File: src/rtl/uart_rx_os_if.sv
// Host-side interface of the oversampling UART receiver.
// Carries the received word, its status flags, the valid/ack handshake and
// the busy indicator.
//   master : receiver side (drives word, flags, valid, busy; samples ack)
//   slave  : host side (samples word, flags, valid, busy; drives ack)
interface uart_rx_os_if;
  logic [7:0] data;
  logic       valid;
  logic       ack;
  logic       parity_err;
  logic       frame_err;
  logic       overrun;
  logic       busy;

  modport master (
    output data, valid, parity_err, frame_err, overrun, busy,
    input  ack
  );

  modport slave (
    input  data, valid, parity_err, frame_err, overrun, busy,
    output ack
  );
endinterface

File: src/rtl/uart_rx_os.sv
// 16x-oversampling UART receiver with start-glitch rejection, mid-bit
// sampling, parity/framing/overrun status and a single output register
// handed to the host through valid/ack.
// Ports:
//   clk, rst            : system clock, async active-high reset
//   os_div_i            : tick period minus 1 (bit = 16*(os_div_i+1) clk)
//   data_size_i         : 0 = 7 data bits, 1 = 8 data bits
//   parity_en_i         : parity bit follows the data
//   parity_mode_i       : 11 odd, 10 even, 01 mark, 00 space
//   stop_bit_size_i     : 0 = 1 stop bit, 1 = 2 stop bits
//   rx_i                : asynchronous serial line, idles high
//   host                : word, status, valid/ack handshake, busy
//
// state  | meaning
// IDLE   | waiting for a 1->0 transition on the synchronised line
// START  | counting to the start-bit midpoint to confirm the start
// DATA   | sampling data bits LSB-first at each bit midpoint
// PARITY | sampling and checking the parity bit
// STOP   | sampling one or two stop bits, then loading the output
module uart_rx_os #(
  parameter int OS_RATE = 16
) (
  input  logic        clk,
  input  logic        rst,
  input  logic [15:0] os_div_i,
  input  logic        data_size_i,
  input  logic        parity_en_i,
  input  logic [1:0]  parity_mode_i,
  input  logic        stop_bit_size_i,
  input  logic        rx_i,
  uart_rx_os_if.master host
);
  localparam logic [3:0] SAMP_LAST = 4'(OS_RATE - 1);
  localparam logic [3:0] SAMP_MID  = 4'(OS_RATE / 2 - 1);

  typedef enum logic [2:0] {IDLE, START, DATA, PARITY, STOP} state_t;

  state_t      state_q, state_d;
  logic        rx_meta_q, rx_s_q, rx_prev_q;
  logic [15:0] tick_cnt_q, tick_cnt_d;
  logic [15:0] os_div_q, os_div_d;
  logic [3:0]  samp_q, samp_d;
  logic [2:0]  bit_q, bit_d;
  logic [7:0]  shreg_q, shreg_d;
  logic        par_acc_q, par_acc_d;
  logic        perr_q, perr_d;
  logic        ferr_q, ferr_d;
  logic        stop2_q, stop2_d;
  logic [7:0]  data_q, data_d;
  logic        valid_q, valid_d;
  logic        parity_err_q, parity_err_d;
  logic        frame_err_q, frame_err_d;
  logic        overrun_q, overrun_d;
  logic        tick, samp_last, load;

  always_comb begin
    state_d      = state_q;
    tick_cnt_d   = tick_cnt_q;
    os_div_d     = os_div_q;
    samp_d       = samp_q;
    bit_d        = bit_q;
    shreg_d      = shreg_q;
    par_acc_d    = par_acc_q;
    perr_d       = perr_q;
    ferr_d       = ferr_q;
    stop2_d      = stop2_q;
    data_d       = data_q;
    valid_d      = valid_q;
    parity_err_d = parity_err_q;
    frame_err_d  = frame_err_q;
    overrun_d    = overrun_q;
    tick         = 1'b0;
    load         = 1'b0;

    if (state_q != IDLE) begin
      if (tick_cnt_q == os_div_q) begin
        tick       = 1'b1;
        tick_cnt_d = '0;
      end else begin
        tick_cnt_d = tick_cnt_q + 16'd1;
      end
    end
    samp_last = tick && (samp_q == SAMP_LAST);

    unique case (state_q)
      IDLE: begin
        tick_cnt_d = '0;
        // Edge, not level: after a break the line must go high first.
        if (!rx_s_q && rx_prev_q) begin
          state_d   = START;
          os_div_d  = os_div_i;
          samp_d    = '0;
          bit_d     = '0;
          par_acc_d = parity_mode_i[0];
          perr_d    = 1'b0;
          ferr_d    = 1'b0;
          stop2_d   = 1'b0;
        end
      end
      START: begin
        if (tick) begin
          if (samp_q == SAMP_MID) begin
            samp_d = '0;
            state_d = rx_s_q ? IDLE : DATA;
          end else begin
            samp_d = samp_q + 4'd1;
          end
        end
      end
      DATA: begin
        if (tick) samp_d = samp_q + 4'd1;
        if (samp_last) begin
          shreg_d   = {rx_s_q, shreg_q[7:1]};
          par_acc_d = par_acc_q ^ (rx_s_q & parity_mode_i[1]);
          bit_d     = bit_q + 3'd1;
          if (bit_q == (data_size_i ? 3'd7 : 3'd6))
            state_d = parity_en_i ? PARITY : STOP;
        end
      end
      PARITY: begin
        if (tick) samp_d = samp_q + 4'd1;
        if (samp_last) begin
          perr_d  = (rx_s_q != par_acc_q);
          state_d = STOP;
        end
      end
      STOP: begin
        if (tick) samp_d = samp_q + 4'd1;
        if (samp_last) begin
          if (!rx_s_q) ferr_d = 1'b1;
          if (stop_bit_size_i && !stop2_q) begin
            stop2_d = 1'b1;
          end else begin
            load    = 1'b1;
            state_d = IDLE;
          end
        end
      end
      default: state_d = IDLE;
    endcase

    // Load has priority over ack so a word arriving with ack is kept.
    if (load) begin
      data_d       = data_size_i ? shreg_q : {1'b0, shreg_q[7:1]};
      parity_err_d = perr_d;
      frame_err_d  = ferr_d;
      overrun_d    = valid_q & ~host.ack;
      valid_d      = 1'b1;
    end else if (valid_q && host.ack) begin
      valid_d = 1'b0;
    end
  end

  always_ff @(posedge clk or posedge rst) begin
    if (rst) begin
      state_q      <= IDLE;
      rx_meta_q    <= 1'b1;
      rx_s_q       <= 1'b1;
      rx_prev_q    <= 1'b1;
      tick_cnt_q   <= '0;
      os_div_q     <= '0;
      samp_q       <= '0;
      bit_q        <= '0;
      shreg_q      <= '0;
      par_acc_q    <= 1'b0;
      perr_q       <= 1'b0;
      ferr_q       <= 1'b0;
      stop2_q      <= 1'b0;
      data_q       <= '0;
      valid_q      <= 1'b0;
      parity_err_q <= 1'b0;
      frame_err_q  <= 1'b0;
      overrun_q    <= 1'b0;
    end else begin
      state_q      <= state_d;
      rx_meta_q    <= rx_i;
      rx_s_q       <= rx_meta_q;
      rx_prev_q    <= rx_s_q;
      tick_cnt_q   <= tick_cnt_d;
      os_div_q     <= os_div_d;
      samp_q       <= samp_d;
      bit_q        <= bit_d;
      shreg_q      <= shreg_d;
      par_acc_q    <= par_acc_d;
      perr_q       <= perr_d;
      ferr_q       <= ferr_d;
      stop2_q      <= stop2_d;
      data_q       <= data_d;
      valid_q      <= valid_d;
      parity_err_q <= parity_err_d;
      frame_err_q  <= frame_err_d;
      overrun_q    <= overrun_d;
    end
  end

  assign host.data       = data_q;
  assign host.valid      = valid_q;
  assign host.parity_err = parity_err_q;
  assign host.frame_err  = frame_err_q;
  assign host.overrun    = overrun_q;
  assign host.busy       = (state_q != IDLE);
endmodule

File: src/flat_wrapper.sv
// flat-port wrapper written by rule: the top's interface ports become plain ports
module uart_rx_os_flat 
#(
  parameter int OS_RATE = 16
)
  (clk, rst, os_div_i, data_size_i, parity_en_i, parity_mode_i, stop_bit_size_i, rx_i, host_data, host_valid, host_parity_err, host_frame_err, host_overrun, host_busy, host_ack);
  uart_rx_os_if host_i ();
  input  logic clk;
  input  logic rst;
  input  logic [15:0] os_div_i;
  input  logic data_size_i;
  input  logic parity_en_i;
  input  logic [1:0] parity_mode_i;
  input  logic stop_bit_size_i;
  input  logic rx_i;
  output wire logic [$bits(host_i.data)-1:0] host_data;
  output wire logic [$bits(host_i.valid)-1:0] host_valid;
  output wire logic [$bits(host_i.parity_err)-1:0] host_parity_err;
  output wire logic [$bits(host_i.frame_err)-1:0] host_frame_err;
  output wire logic [$bits(host_i.overrun)-1:0] host_overrun;
  output wire logic [$bits(host_i.busy)-1:0] host_busy;
  input wire logic [$bits(host_i.ack)-1:0] host_ack;
  assign host_data = host_i.data;
  assign host_valid = host_i.valid;
  assign host_parity_err = host_i.parity_err;
  assign host_frame_err = host_i.frame_err;
  assign host_overrun = host_i.overrun;
  assign host_busy = host_i.busy;
  assign host_i.ack = host_ack;
  uart_rx_os #(.OS_RATE(OS_RATE)) u_core (.clk(clk), .rst(rst), .os_div_i(os_div_i), .data_size_i(data_size_i), .parity_en_i(parity_en_i), .parity_mode_i(parity_mode_i), .stop_bit_size_i(stop_bit_size_i), .rx_i(rx_i), .host(host_i));
endmodule
File: config.mk
export PLATFORM = sky130hd
export DESIGN_NAME = uart_rx_os_flat
export DESIGN_NICKNAME = d
export VERILOG_FILES = /design/src/rtl/uart_rx_os_if.sv /design/src/rtl/uart_rx_os.sv /design/src/flat_wrapper.sv
export SDC_FILE = /design/constraint.sdc
export NUM_CORES = 1
export LEC_CHECK = 0
export ABC_AREA = 0
export BUFFER_PORTS_ARGS = -buffer_cell sky130_fd_sc_hd__buf_2
export CAP_MARGIN = 20
export CORE_ASPECT_RATIO = 1.25
export CORE_MARGIN = 2
export CORE_UTILIZATION = 23
export CTS_BUF_LIST = sky130_fd_sc_hd__clkbuf_8
export CTS_CLUSTER_SIZE = 30
export DETAILED_ROUTE_END_ITERATION = 16
export MAX_ROUTING_LAYER = met4
export PLACE_DENSITY = 0.41
export SLEW_MARGIN = 20
export SYNTH_ARGS = -nofsm -noshare
export SYNTH_HDL_FRONTEND = slang
export SYNTH_SLANG_ARGS = --single-unit
File: constraint.sdc
create_clock -name clk -period 3.83 [get_ports clk]
set_input_delay 0.383 -clock clk [delete_from_list [all_inputs] [get_ports clk]]
set_output_delay 0.383 -clock clk [all_outputs]
set_load 0.005 [all_outputs]
# Word level (Yosys, flattened, before mapping)
# Cells that the tools add are included.
# totals
regBits	69
inputBits	25
output_inout_bits	13
word_cells	109
# classes
n_addsub	3
eq_ne	19
n_mux	45
n_bitwise	4
n_reduce_logical	20
# op_table
cell	n
$mux 16	3
$mux 3	11
$mux 1	18
$ne 2x1->1 const B	9
$add 16x1->16 const B	1
$eq 16x16->1	1
$mux 4	4
$pmux 3 s5	1
$pmux 4 s3	1
$mux 8	1
$pmux 1 s2	4
$reduce_and 4->1	2
$reduce_and 8->1	1
$reduce_bool 2->1	4
$eq 3x2->1 const B	2
$pmux 3 s2	1
$reduce_bool 3->1	2
$add 4x1->4 const B	1
$eq 4x3->1 const B	1
$eq 4x4->1 const B	1
$logic_and 1x1->1	4
$reduce_and 2->1	2
$add 3x1->3 const B	1
$eq 3x1->1 const B	1
other kinds (12)	14

# Depth between registers and ports, before layout
# depth
depth_word	7
mapped_depth	7
depth_no_buf	6

# Least setup slack after synthesis
# No wires, ideal clock.
# synth_timing
path_type	register -> register
startpoint	register u_core.tick_cnt_q[11]
endpoint	register u_core.data_q[0], in the netlist u_core.host.data[0]
setup_time_ns	0.125
arrival_time_ns	1.934
required_time_ns	3.705
setup_slack_ns	1.771
stages_incl_launch_ff	8
n_path_buf	2
period_less_slack_ns	2.059
cell_sequence	dfrtp_1 > buf_6 > xor2_2 > nor4_4 > nand4_2 > nor4b_4 > buf_6 > mux2_4
# synth_between
elab_chain_len	6
# synth_lines
element	line	rtl
start: declaration	uart_rx_os.sv:40	logic [15:0] tick_cnt_q, tick_cnt_d;
start signal: assignment	uart_rx_os.sv:179	tick_cnt_q <= tick_cnt_d;
$eq 16x16->1	uart_rx_os.sv:76	if (tick_cnt_q == os_div_q) begin
$mux 1	uart_rx_os.sv:76	
$mux 1	uart_rx_os.sv:75	if (state_q != IDLE) begin
$logic_and 1x1->1	uart_rx_os.sv:83	samp_last = tick && (samp_q == SAMP_LAST);
$mux 1	uart_rx_os.sv:129	if (samp_last) begin
$mux 1	uart_rx_os.sv:85	unique case (state_q)
end signal: assignment	uart_rx_os.sv:188	data_q <= data_d;
end: declaration	uart_rx_os.sv:49	logic [7:0] data_q, data_d;
# No other way between the ends.
# A chain may end at the register's enable or synchronous reset.

# Worst setup path after layout
# layout_timing
startpoint	register u_core.tick_cnt_q[13]
endpoint	register u_core.data_q[4], in the netlist u_core.host.data[4]
# The elaborated chain is that of the path after synthesis.

==> impl_metrics.ini <==
[outcome]
outcome = finished, final reports clean

[clocking]
cts_setup_buffers = 0
clock_sinks = 69
clock_latency_ns = 0.35
cts_tree = built
clk_pin_slew_ns = 0.08
cts_root_buf = clkbuf_8
clock_path_buffers = 2
cts_buffers = 9
ctsHtreeMaxLevel = 3

[critical_path]
path_class = reg -> reg
endpoint_kind = flop
cp_max_fo = 14
startpoint_type = flop
required_ns = 4.07
critPathArrivalTime_ns = 2.90

[die]
core-area_mm2 = 0.0151
die-area_mm2 = 0.0165
die_h_um = 143
fp.dieW_um = 115
ios = 38
start_util_pct = 23.7
core.rowCount = 50

[detailed_routing]
dr.pass1.iters = 5
viasPerCell = 4.29
num_vias = 2581
wl_per_cell_um = 14.0
routed_wl_um = 8430
drt_iter0_markers = 165
drc = 0
ant_nets = 0

[run]
drv_cap = 0

[sta]
hold_viol_final = 0
period_share_pct = 69.6
relSlewSlack_pct = 57.2
slew_violations = 0
timing.fmax_ghz = 0.375
period_needed_ns = 2.66
tns_ns = 0
fin_skew_ns = 0.0103
tightest_slew_ns = 0.640
rsz0062_at_grt = false
setup_viol = 0
hold_ws_ns = 0.131

[synthesis]
synth_largest_area_cell = dfrtp_1
ys_seq_elements = 69
yosysWarnings = 0
synth-seq-area-share_pct = 48.5
synthTopCellsByCount = dfrtp_1 (66), nand2_1 (66), nor2_1 (30)
synth-edff-count = 0
synthesis.area_mm2 = 0.00357
ys_top_cells_by_area = dfrtp_1 (46%), nand2_1 (6.9%), mux2_2 (5.4%)
synth_top_area_share_pct = 46.3
synth_cell_types = 55
syn_inst = 350
syn_nets = 378
async_flop_share_pct = 100
syn_area_per_cell_um2 = 10.2
synth_flop_cell = dfrtp_1

[cells_and_area]
fillers = 1632
drive_above_1_share_pct = 25.7
antennaDiodeCount = 0
area_growth_syn_to_layout_pct = 17.7
fin_nets = 416

[global_routing]
grt_pass1_wl_um = 14300
grt_pass1_vias = 2654
grt-ovfl-total = 0
grt.total_usage_pct = 11.5
grt_max_degree = 32
antenna_found_initial = 0

[power_and_ir_drop]
cellLeakagePower_nw = 1.87
peakVddDrop_mv = 0.153
p_per_area_mw_per_mm2 = 341

[worst_hold_path]
worstHoldPathType = in -> reg

[place]
gp_congestion = 0.804
dpl.hpwl_um = 5940
port_buffers = 37
==> cell type report <==
type,count,area (um^2),share of cell area [%]
Multi-Input combinational cell,255,1720,41.0
Sequential cell,69,1730,41.2
Inverter,9,33.8,0.804
Clock inverter,7,90.1,2.14
Clock buffer,9,124,2.95
Tap cell,208,260,6.19
Timing Repair Buffer,44,240,5.72
==> state kept, by name, summed over array words and instances (netlist names) <==
register / count
u_core.host.valid: 1
u_core.os_div_q: 16
u_core.rx_meta_q: 1
u_core.host.frame_err: 1
u_core.tick_cnt_q: 16
u_core.rx_prev_q: 1
u_core.shreg_q: 8
u_core.stop2_q: 1
u_core.rx_s_q: 1
u_core.samp_q: 4
u_core.host.data: 8
u_core.perr_q: 1
u_core.state_q: 3
u_core.bit_q: 3
u_core.host.parity_err: 1
u_core.host.overrun: 1
u_core.ferr_q: 1
u_core.par_acc_q: 1
==> what timing repair did <==
item | CTS | global route
gates resized for setup | 0 | 0
endpoints found under the hold margin | 11 | 0
hold buffers | 1 | 0
==> where the power goes <==
group          total, mW  switching, mW  internal, mW
Clock              0.661          0.298         0.363
Combinational     0.0384         0.0238        0.0146
Sequential         0.734        0.00238         0.731
Total               1.43          0.324          1.11
==> worst paths after layout <==
kind,startpoint,to,slack [ns],cells after the start
setup / recovery,u_core.tick_cnt_q[13],u_core.host.data[4],1.17,7
hold / removal,rx_i,u_core.rx_meta_q,0.13,1
setup reg to reg,u_core.tick_cnt_q[13],u_core.host.data[4],1.17,7
hold reg to reg,u_core.rx_meta_q,u_core.rx_s_q,0.36,0
max in group asynchronous,rst,u_core.tick_cnt_q[12],2.60,4
min in group asynchronous,rst,u_core.stop2_q,0.51,3
==> metrics by stage <==
| stage | instance area [um^2] | cells | worst slack [ns] | power, mW | util [%] |
|---|---|---|---|---|---|
| floorplan | 3570 | 350 | 1.71 | 0.765 | - |
| global placement | 3980 | 584 | 1.17 | 0.788 | 26.4 |
| detailed placement | 3980 | 584 | 1.11 | 0.788 | 26.4 |
| CTS | 4200 | 601 | 1.11 | 1.46 | 27.9 |
| global route | 4200 | 601 | 1.01 | 1.49 | 27.9 |
| finish | 4200 | 601 | 1.17 | 1.43 | 27.9 |
==> cells in the final DEF, fill, tap and decap left out, types with 2 or more instances in the layout <==
master | Yosys | layout
a211oi_1 | 3 | 3
a21oi_1 | 8 | 8
and3_1 | 3 | 3
and4_1 | 2 | 2
buf_2 | 3 | 37
buf_4 | 0 | 6
bufinv_16 | 0 | 2
clkbuf_8 | 0 | 9
clkinv_2 | 0 | 3
clkinvlp_4 | 0 | 2
dfrtp_1 | 66 | 66
dfstp_2 | 3 | 3
ha_1 | 3 | 3
inv_1 | 9 | 8
mux2_2 | 17 | 17
mux2_4 | 8 | 8
mux2i_1 | 2 | 2
nand2_1 | 66 | 66
nand2b_1 | 6 | 6
nand3_1 | 12 | 12
nand4_1 | 5 | 5
nand4_2 | 3 | 3
nor2_1 | 30 | 30
nor2b_1 | 2 | 2
nor3_1 | 6 | 6
nor3b_1 | 3 | 3
nor4_2 | 3 | 3
o211ai_1 | 3 | 3
o21ai_0 | 8 | 8
o221ai_1 | 2 | 2
o311ai_1 | 2 | 2
or2_2 | 3 | 3
xnor2_1 | 12 | 12
xor2_1 | 20 | 20
==> kinds of logic after synthesis <==
logic type                 Yosys count  share of synthesized area (%)
buffers and inverters               26                           3.26
muxes                               27                           9.29
DFF                                 69                           48.5
adders and majority gates            3                           1.05
and+or+nand+nor                    152                           21.7
xor gates and xnor gates            33                           8.31
AOI/OAI and AO/OA                   40                           7.96
==> layer usage <==
layer,wire length (um),global-route usage [%]
met5,0,-
met3,309,2.38
met1,4170,15.7
met4,144,4.82
met2,3800,16.4
==> critical path: stages (launching register included) <==
cell     delay [ns]
dfrtp_1        0.43
xor2_1         0.18
nor4_2         0.38
nand4_2        0.13
buf_4          0.21
nor4b_4        0.61
buf_4          0.29
mux2_4         0.31
No activity file was read; power rests on OpenSTA's default activity.
